$ cat config.mk
export PLATFORM = sky130hd
export DESIGN_NAME = gonso_color_fifo
export DESIGN_NICKNAME = d
export VERILOG_FILES = /design/src/rtl/gonso_pkg.sv /design/src/rtl/gonso_sync_fifo.sv /design/src/rtl/gonso_color_fifo.sv
export SDC_FILE = /design/constraint.sdc
export NUM_CORES = 1
export LEC_CHECK = 0
export ABC_AREA = 1
export BUFFER_PORTS_ARGS = -buffer_cell sky130_fd_sc_hd__buf_2
export CAP_MARGIN = 20
export CORE_ASPECT_RATIO = 0.8
export CORE_UTILIZATION = 45
export DETAILED_ROUTE_END_ITERATION = 10
export GPL_TIMING_DRIVEN = 0
export PLACE_DENSITY = 0.66
export SYNTH_ARGS = -nofsm -noshare
export SYNTH_HDL_FRONTEND = slang
export SYNTH_SLANG_ARGS = --single-unit
$ cat constraint.sdc
create_clock -name clk -period 9.4 [get_ports clk]
set_input_delay 0.47 -clock clk [delete_from_list [all_inputs] [get_ports clk]]
set_output_delay 0.47 -clock clk [all_outputs]
set_load 0.005 [all_outputs]
$ cat src/rtl/gonso_pkg.sv
`default_nettype none
// ============================================================================
// Module      : gonso_pkg
// Description : Shared register offsets, bit indices and address decode for
//               the Gonso color-sample FIFO.
// Revision    : 1.0 - initial release
// ============================================================================
package gonso_pkg;

    // Register offsets relative to the block base address
    localparam logic [31:0] GONSO_FIFO_DATA   = 32'h0000_0000;
    localparam logic [31:0] GONSO_FIFO_STATUS = 32'h0000_0004;
    localparam logic [31:0] GONSO_FIFO_CTRL   = 32'h0000_0008;
    localparam logic [31:0] GONSO_FIFO_THRESH = 32'h0000_000C;

    // STATUS register bit positions
    localparam int STATUS_EMPTY_BIT = 16;
    localparam int STATUS_FULL_BIT  = 17;
    localparam int STATUS_OVF_BIT   = 18;
    localparam int STATUS_UDF_BIT   = 19;

    // CTRL register bit positions
    localparam int CTRL_CAP_EN_BIT = 0;
    localparam int CTRL_CLR_BIT    = 1;
    localparam int CTRL_IRQ_EN_BIT = 2;

    typedef enum logic [1:0] {
        REG_DATA   = 2'd0,
        REG_STATUS = 2'd1,
        REG_CTRL   = 2'd2,
        REG_THRESH = 2'd3
    } gonso_reg_e;

    typedef struct packed {
        logic       hit;
        gonso_reg_e sel;
    } gonso_dec_t;

    // Map a byte offset onto one of the four registers; anything else misses
    function automatic gonso_dec_t gonso_decode(input logic [31:0] off);
        gonso_dec_t d;
        d.hit = 1'b1;
        d.sel = REG_DATA;
        case (off)
            GONSO_FIFO_DATA:   d.sel = REG_DATA;
            GONSO_FIFO_STATUS: d.sel = REG_STATUS;
            GONSO_FIFO_CTRL:   d.sel = REG_CTRL;
            GONSO_FIFO_THRESH: d.sel = REG_THRESH;
            default:           d.hit = 1'b0;
        endcase
        return d;
    endfunction

endpackage
`default_nettype wire

$ cat src/rtl/gonso_sync_fifo.sv
`default_nettype none
// ============================================================================
// Module      : gonso_sync_fifo
// Description : Single-clock FIFO with occupancy count, synchronous clear and
//               simultaneous push/pop (push into a full FIFO is allowed when a
//               pop happens on the same edge).
// Revision    : 1.0 - initial release
// ============================================================================
module gonso_sync_fifo #(
    parameter  int DEPTH  = 16,
    parameter  int DATA_W = 8,
    localparam int CNT_W  = $clog2(DEPTH + 1),
    localparam int PTR_W  = $clog2(DEPTH)
) (
    input  logic              clk,
    input  logic              rst,
    input  logic              push_i,
    input  logic              pop_i,
    input  logic              clear_i,
    input  logic [DATA_W-1:0] din_i,
    output logic [DATA_W-1:0] dout_o,
    output logic [CNT_W-1:0]  count_o,
    output logic [CNT_W-1:0]  count_next_o,
    output logic              full_o,
    output logic              empty_o
);

    logic [DATA_W-1:0] mem_q [DEPTH];
    logic [PTR_W-1:0]  wr_ptr_q, wr_ptr_d;
    logic [PTR_W-1:0]  rd_ptr_q, rd_ptr_d;
    logic [CNT_W-1:0]  count_q, count_d;
    logic              do_push;
    logic              do_pop;

    assign empty_o      = (count_q == '0);
    assign full_o       = (count_q == CNT_W'(DEPTH));
    assign dout_o       = mem_q[rd_ptr_q];
    assign count_o      = count_q;
    assign count_next_o = count_d;

    // A pop frees a slot on the same edge, so a full FIFO still accepts a push
    // alongside it; clear discards any push on its edge.
    assign do_pop  = pop_i && !empty_o && !clear_i;
    assign do_push = push_i && (!full_o || do_pop) && !clear_i;

    // Next-state for pointers and occupancy
    always_comb begin
        wr_ptr_d = wr_ptr_q;
        rd_ptr_d = rd_ptr_q;
        count_d  = count_q;
        if (clear_i) begin
            wr_ptr_d = '0;
            rd_ptr_d = '0;
            count_d  = '0;
        end else begin
            if (do_push) wr_ptr_d = wr_ptr_q + PTR_W'(1);
            if (do_pop)  rd_ptr_d = rd_ptr_q + PTR_W'(1);
            case ({do_push, do_pop})
                2'b10:   count_d = count_q + CNT_W'(1);
                2'b01:   count_d = count_q - CNT_W'(1);
                default: count_d = count_q;
            endcase
        end
    end

    // Pointer and count registers
    always_ff @(posedge clk or posedge rst) begin
        if (rst) begin
            wr_ptr_q <= '0;
            rd_ptr_q <= '0;
            count_q  <= '0;
        end else begin
            wr_ptr_q <= wr_ptr_d;
            rd_ptr_q <= rd_ptr_d;
            count_q  <= count_d;
        end
    end

    // Sample storage; contents are don't-care until written
    always_ff @(posedge clk) begin
        if (do_push) mem_q[wr_ptr_q] <= din_i;
    end

endmodule
`default_nettype wire

$ cat src/rtl/gonso_color_fifo.sv
`default_nettype none
// ============================================================================
// Module      : gonso_color_fifo
// Description : Captures valid color samples into a FIFO and exposes it over a
//               Wishbone slave (DATA / STATUS / CTRL / THRESH) with a level
//               threshold interrupt.
// Revision    : 1.0 - initial release
// ============================================================================
module gonso_color_fifo
    import gonso_pkg::*;
#(
    parameter  int          DEPTH     = 16,
    parameter  int          DATA_W    = 8,
    parameter  logic [31:0] BASE_ADDR = 32'h3003_0010,
    localparam int          CNT_W     = $clog2(DEPTH + 1)
) (
    input  logic              clk,
    input  logic              rst,
    input  logic [DATA_W-1:0] color_in,
    input  logic              color_valid,
    input  logic              wbs_cyc_i,
    input  logic              wbs_stb_i,
    input  logic [31:0]       wishbone_address,
    input  logic              wbs_we_i,
    input  logic [31:0]       wbs_dat_i,
    input  logic [3:0]        wbs_sel_i,
    output logic [31:0]       wbs_dat_o,
    output logic              wbs_ack_o,
    output logic              irq
);

    // Registered state
    logic              ack_q, ack_d;
    logic [31:0]       dat_q, dat_d;
    logic              irq_q, irq_d;
    logic              cap_en_q, cap_en_d;
    logic              irq_en_q, irq_en_d;
    logic [CNT_W-1:0]  thresh_q, thresh_d;
    logic              ovf_q, ovf_d;
    logic              udf_q, udf_d;

    // Bus decode
    logic [31:0]       offset;
    gonso_dec_t        dec;
    logic              accept;
    logic              bus_wr;
    logic              pop_req;
    logic              ctrl_wr;
    logic              thresh_wr;
    logic              clear;
    logic              push_req;
    logic [31:0]       rdata;

    // FIFO interface
    logic [DATA_W-1:0] fifo_dout;
    logic [CNT_W-1:0]  fifo_count;
    logic [CNT_W-1:0]  fifo_count_next;
    logic              fifo_full;
    logic              fifo_empty;

    // Write-data and select bits beyond the implemented fields are ignored
    logic              unused_bits;
    assign unused_bits = &{1'b0, wbs_sel_i[3:1], wbs_dat_i};

    assign offset    = wishbone_address - BASE_ADDR;
    assign dec       = gonso_decode(offset);
    assign accept    = wbs_cyc_i && wbs_stb_i && !ack_q && dec.hit;
    assign bus_wr    = accept && wbs_we_i;
    assign pop_req   = accept && !wbs_we_i && (dec.sel == REG_DATA);
    assign ctrl_wr   = bus_wr && (dec.sel == REG_CTRL) && wbs_sel_i[0];
    assign thresh_wr = bus_wr && (dec.sel == REG_THRESH) && wbs_sel_i[0];
    assign clear     = ctrl_wr && wbs_dat_i[CTRL_CLR_BIT];
    assign push_req  = color_valid && cap_en_q;

    assign wbs_ack_o = ack_q;
    assign wbs_dat_o = dat_q;
    assign irq       = irq_q;

    gonso_sync_fifo #(
        .DEPTH  (DEPTH),
        .DATA_W (DATA_W)
    ) u_fifo (
        .clk          (clk),
        .rst          (rst),
        .push_i       (push_req),
        .pop_i        (pop_req),
        .clear_i      (clear),
        .din_i        (color_in),
        .dout_o       (fifo_dout),
        .count_o      (fifo_count),
        .count_next_o (fifo_count_next),
        .full_o       (fifo_full),
        .empty_o      (fifo_empty)
    );

    // Read-data mux; values are those present before the accepting edge
    always_comb begin
        rdata = '0;
        case (dec.sel)
            REG_DATA: begin
                if (!fifo_empty) rdata[DATA_W-1:0] = fifo_dout;
            end
            REG_STATUS: begin
                rdata[CNT_W-1:0]        = fifo_count;
                rdata[STATUS_EMPTY_BIT] = fifo_empty;
                rdata[STATUS_FULL_BIT]  = fifo_full;
                rdata[STATUS_OVF_BIT]   = ovf_q;
                rdata[STATUS_UDF_BIT]   = udf_q;
            end
            REG_CTRL: begin
                rdata[CTRL_CAP_EN_BIT] = cap_en_q;
                rdata[CTRL_IRQ_EN_BIT] = irq_en_q;
            end
            REG_THRESH: begin
                rdata[CNT_W-1:0] = thresh_q;
            end
            default: rdata = '0;
        endcase
    end

    // Next-state for bus response, control, sticky flags and interrupt
    always_comb begin
        ack_d    = accept;
        dat_d    = accept ? rdata : dat_q;
        cap_en_d = cap_en_q;
        irq_en_d = irq_en_q;
        thresh_d = thresh_q;
        ovf_d    = ovf_q;
        udf_d    = udf_q;

        if (ctrl_wr) begin
            cap_en_d = wbs_dat_i[CTRL_CAP_EN_BIT];
            irq_en_d = wbs_dat_i[CTRL_IRQ_EN_BIT];
        end
        if (thresh_wr) thresh_d = wbs_dat_i[CNT_W-1:0];

        if (clear) begin
            ovf_d = 1'b0;
            udf_d = 1'b0;
        end else begin
            // When full, an accepted DATA read always pops, making room
            if (push_req && fifo_full && !pop_req) ovf_d = 1'b1;
            if (pop_req && fifo_empty)             udf_d = 1'b1;
        end

        irq_d = irq_en_q && (fifo_count_next >= thresh_q) && (fifo_count_next != '0);
    end

    // Register bank
    always_ff @(posedge clk or posedge rst) begin
        if (rst) begin
            ack_q    <= 1'b0;
            dat_q    <= '0;
            irq_q    <= 1'b0;
            cap_en_q <= 1'b0;
            irq_en_q <= 1'b0;
            thresh_q <= CNT_W'(1);
            ovf_q    <= 1'b0;
            udf_q    <= 1'b0;
        end else begin
            ack_q    <= ack_d;
            dat_q    <= dat_d;
            irq_q    <= irq_d;
            cap_en_q <= cap_en_d;
            irq_en_q <= irq_en_d;
            thresh_q <= thresh_d;
            ovf_q    <= ovf_d;
            udf_q    <= udf_d;
        end
    end

endmodule
`default_nettype wire

==> results.yml <==
run_status:
  status: "completed"
finish:
  fill_cells: 1776
  area_growth_pct: 14.4
  drive_gt1_frac: 0.151
  multiInputGateArea_um2: 3360
  finish.net_count: 1178
  fin_area_um2: 9940
  n_antenna_cell: 0
  seq_area_um2: 4750
place:
  gp_congestion: 0.925
  placed_area_um2: 9410
  place_hpwl_mm: 16.2
  place_ws_ps: 4400
  port_buffers: 65
sta:
  slew_viol_final: 0
  worst_clock_skew_ps: 17.3
  period_minus_slack_ps: 4580
  tns_ps: 0
  finalSetupViolCount: 0
  fin_ws_ps: 4820
  period_share: 0.488
  worst_pin_slew_ps: 970
  max_freq_ghz: 0.218
  hold_viol: 0
  rsz0062_at_grt: "no"
  max_slew_margin: 0.351
cts:
  cts_tree: "yes"
  cts.clk_slew.worst_paths_ps: 70
  clock_latency_ps: 440
  clock_sinks: 164
  post-cts-setup-buffer-count: 0
  cts-hold-fix-buffers: 0
  clock_path_buffers: 2
  cts_resized: 0
  root_buffer: "clkbuf_16"
  cts-buffers-inserted: 17
  htree_levels: 4
critical_path:
  cp_slowest_stage_delay_ps: 310
  cp_max_fo: 10
  cp_num_buf_inv: 4
  cp-start-kind: "primary input"
  critical_path.top_delay_family: "simple AND/OR/NAND/NOR gates"
  crit_arrival_ps: 4890
  slowest_stage: "ha_1"
  required_ps: 9710
  path_common_cell: "nor2_1"
  worstSetupPathType: "primary input to flop"
  critPathCaptureType: "flop"
global_routing:
  grt_pass1_vias: 6438
  grt_max_degree: 37
  antenna_found_initial: 0
  grt-ovfl-total: 0
  track_usage: 0.236
  grt_first_pass_wirelength_mm: 34.8
die:
  die_y_um: 126
  ioPinCount: 116
  fp.dieArea_um2: 19900
  die_x_um: 157
  rows: 45
  core_area_um2: 18900
  start_util: 0.459
synthesis:
  synthCells: 978
  ys_ff_latch: 164
  async_reset_ff_frac: 0.220
  synth_edf_count: 128
  synth_area_per_cell_um2: 8.89
  syn_area_um2: 8690
  seq_area_frac_synth: 0.546
  yosysWarnings: 0
  synth_cell_type_count: 48
  synth_ff_type: "edfxtp_1"
power:
  switching_share: 0.230
  peakVddDrop_mv: 0.136
  p_int_mw: 1.15
  p_seq_frac: 0.525
  total_power_mw: 1.49
  power_frac_comb: 0.049
  power.clock.fraction: 0.426
  power_density_nw_per_um2: 150
  leakagePower_nw: 4.23
  switching_power_mw: 0.342
detailed_routing:
  dr.pass1.iters: 5
  drt-wirelength-per-cell_um: 16.7
  antenna_left: 0
  num_vias: 7204
  viasPerCell: 5.33
  dr.first_iter.drc_count: 720
  drc: 0
  drt_wl_total_mm: 22.6
flow_run:
  max_cap_viol_count: 0
hold_path:
  min_path_type: "primary input to asynchronous set/reset pin"
through the flow:
step / utilization / hold slack, ps / std cells
floorplan: - / 464 / 997
global placement: 0.497 / 459 / 1320
detailed placement: 0.497 / 467 / 1320
CTS: 0.525 / 196 / 1351
global route: 0.525 / 235 / 1351
finish: 0.525 / 167 / 1351
power groups by stage:
stage	combinational [mW]	sequential, mW	clock [mW]
finish	0.0734	0.782	0.634
global placement	0.0717	0.797	0
CTS	0.0726	0.782	0.642
floorplan	0.0405	0.798	0
detailed placement	0.0722	0.797	0
global route	0.0830	0.782	0.669
worst paths after layout:
check	startpoint	to	slack [ps]	cells past startpoint
hold reg to reg	wbs_dat_o[7]	wbs_dat_o[7]	480	2
setup reg to reg	wbs_ack_o	irq	5290	23
hold / removal	rst	thresh_q[2]	170	2
setup / recovery	wishbone_address[10]	irq	4820	32
min in group clk	wbs_dat_i[0]	thresh_q[0]	260	3
max in group asynchronous	rst	wbs_dat_o[7]	8730	2
cell type report:
class,count,area share
sequential,164,0.477
multi-input combinational,684,0.338
clock buffer,19,0.0436
inverter,103,0.0389
timing repair buffer,65,0.0327
tap,258,0.0325
buffer,46,0.0268
clock inverter,12,0.00969
synthesized netlist by cell type (all sizes together), types with 2 or more instances:
cell type | number | share of area
a21oi | 31 | 0.018
a221oi | 3 | 0.0030
a31oi | 3 | 0.0022
and2 | 2 | 0.0014
buf | 24 | 0.021
clkbuf | 22 | 0.0095
dfrtp | 35 | 0.10
edfxtp | 128 | 0.44
ha | 14 | 0.020
inv | 102 | 0.044
nand2 | 243 | 0.11
nand3 | 83 | 0.051
nand3b | 2 | 0.0017
nand4 | 24 | 0.019
nor2 | 138 | 0.067
nor3 | 10 | 0.0063
o211ai | 2 | 0.0017
o21ai | 74 | 0.043
o21bai | 3 | 0.0039
o221ai | 12 | 0.012
o22ai | 5 | 0.0036
o31ai | 2 | 0.0017
xnor2 | 2 | 0.0020
xor2 | 4 | 0.0040
per-layer routing:
layer | up-vias | track usage | share of wire | wire (um)
li1 | 3483 | - | - | -
met1 | 3391 | 0.354 | 0.48 | 10700
met2 | 307 | 0.348 | 0.43 | 9630
met3 | 23 | 0.0547 | 0.087 | 1970
met4 | 0 | 0.0497 | 0.0099 | 224
met5 | - | 0 | 0 | 0
registers in the layout (all words and copies together) (netlist names):
register,cells
cap_en_q,1
irq_en_q,1
irq,1
u_fifo.wr_ptr_q,4
u_fifo.count_o,5
u_fifo.rd_ptr_q,4
thresh_q,5
wbs_dat_o,12
wbs_ack_o,1
ovf_q,1
udf_q,1
u_fifo.mem_q,128
kinds of logic after synthesis:
logic type               count (synthesis)  share of synthesized area
AO/OA/AOI/OAI                          139                     0.0923
XOR/XNOR                                 6                    0.00605
adder cells (fa/ha/maj)                 15                     0.0225
buffers and inverters                  149                     0.0751
flip-flops                             164                      0.546
other                                    1                   0.000431
AND/OR/NAND/NOR                        504                      0.258
cell usage in the layout, fill, tap and decap left out, types with 3 or more instances in the layout:
cell type	instances
o22ai_1	5
nand2_2	13
o21ai_1	3
nor3_1	9
nand4_1	22
inv_1	97
buf_4	20
nor2_1	116
a31oi_1	3
dfrtp_1	35
nand2_1	229
a21oi_1	31
ha_1	14
conb_1	20
o221ai_1	12
clkbuf_16	17
o21ai_0	71
nor2_2	20
xor2_1	4
inv_2	5
inv_6	4
a221oi_1	3
clkbuf_1	24
clkinv_4	3
buf_2	67
edfxtp_1	128
nand3_1	80
Note: power is estimated with default switching activity, not from simulation.
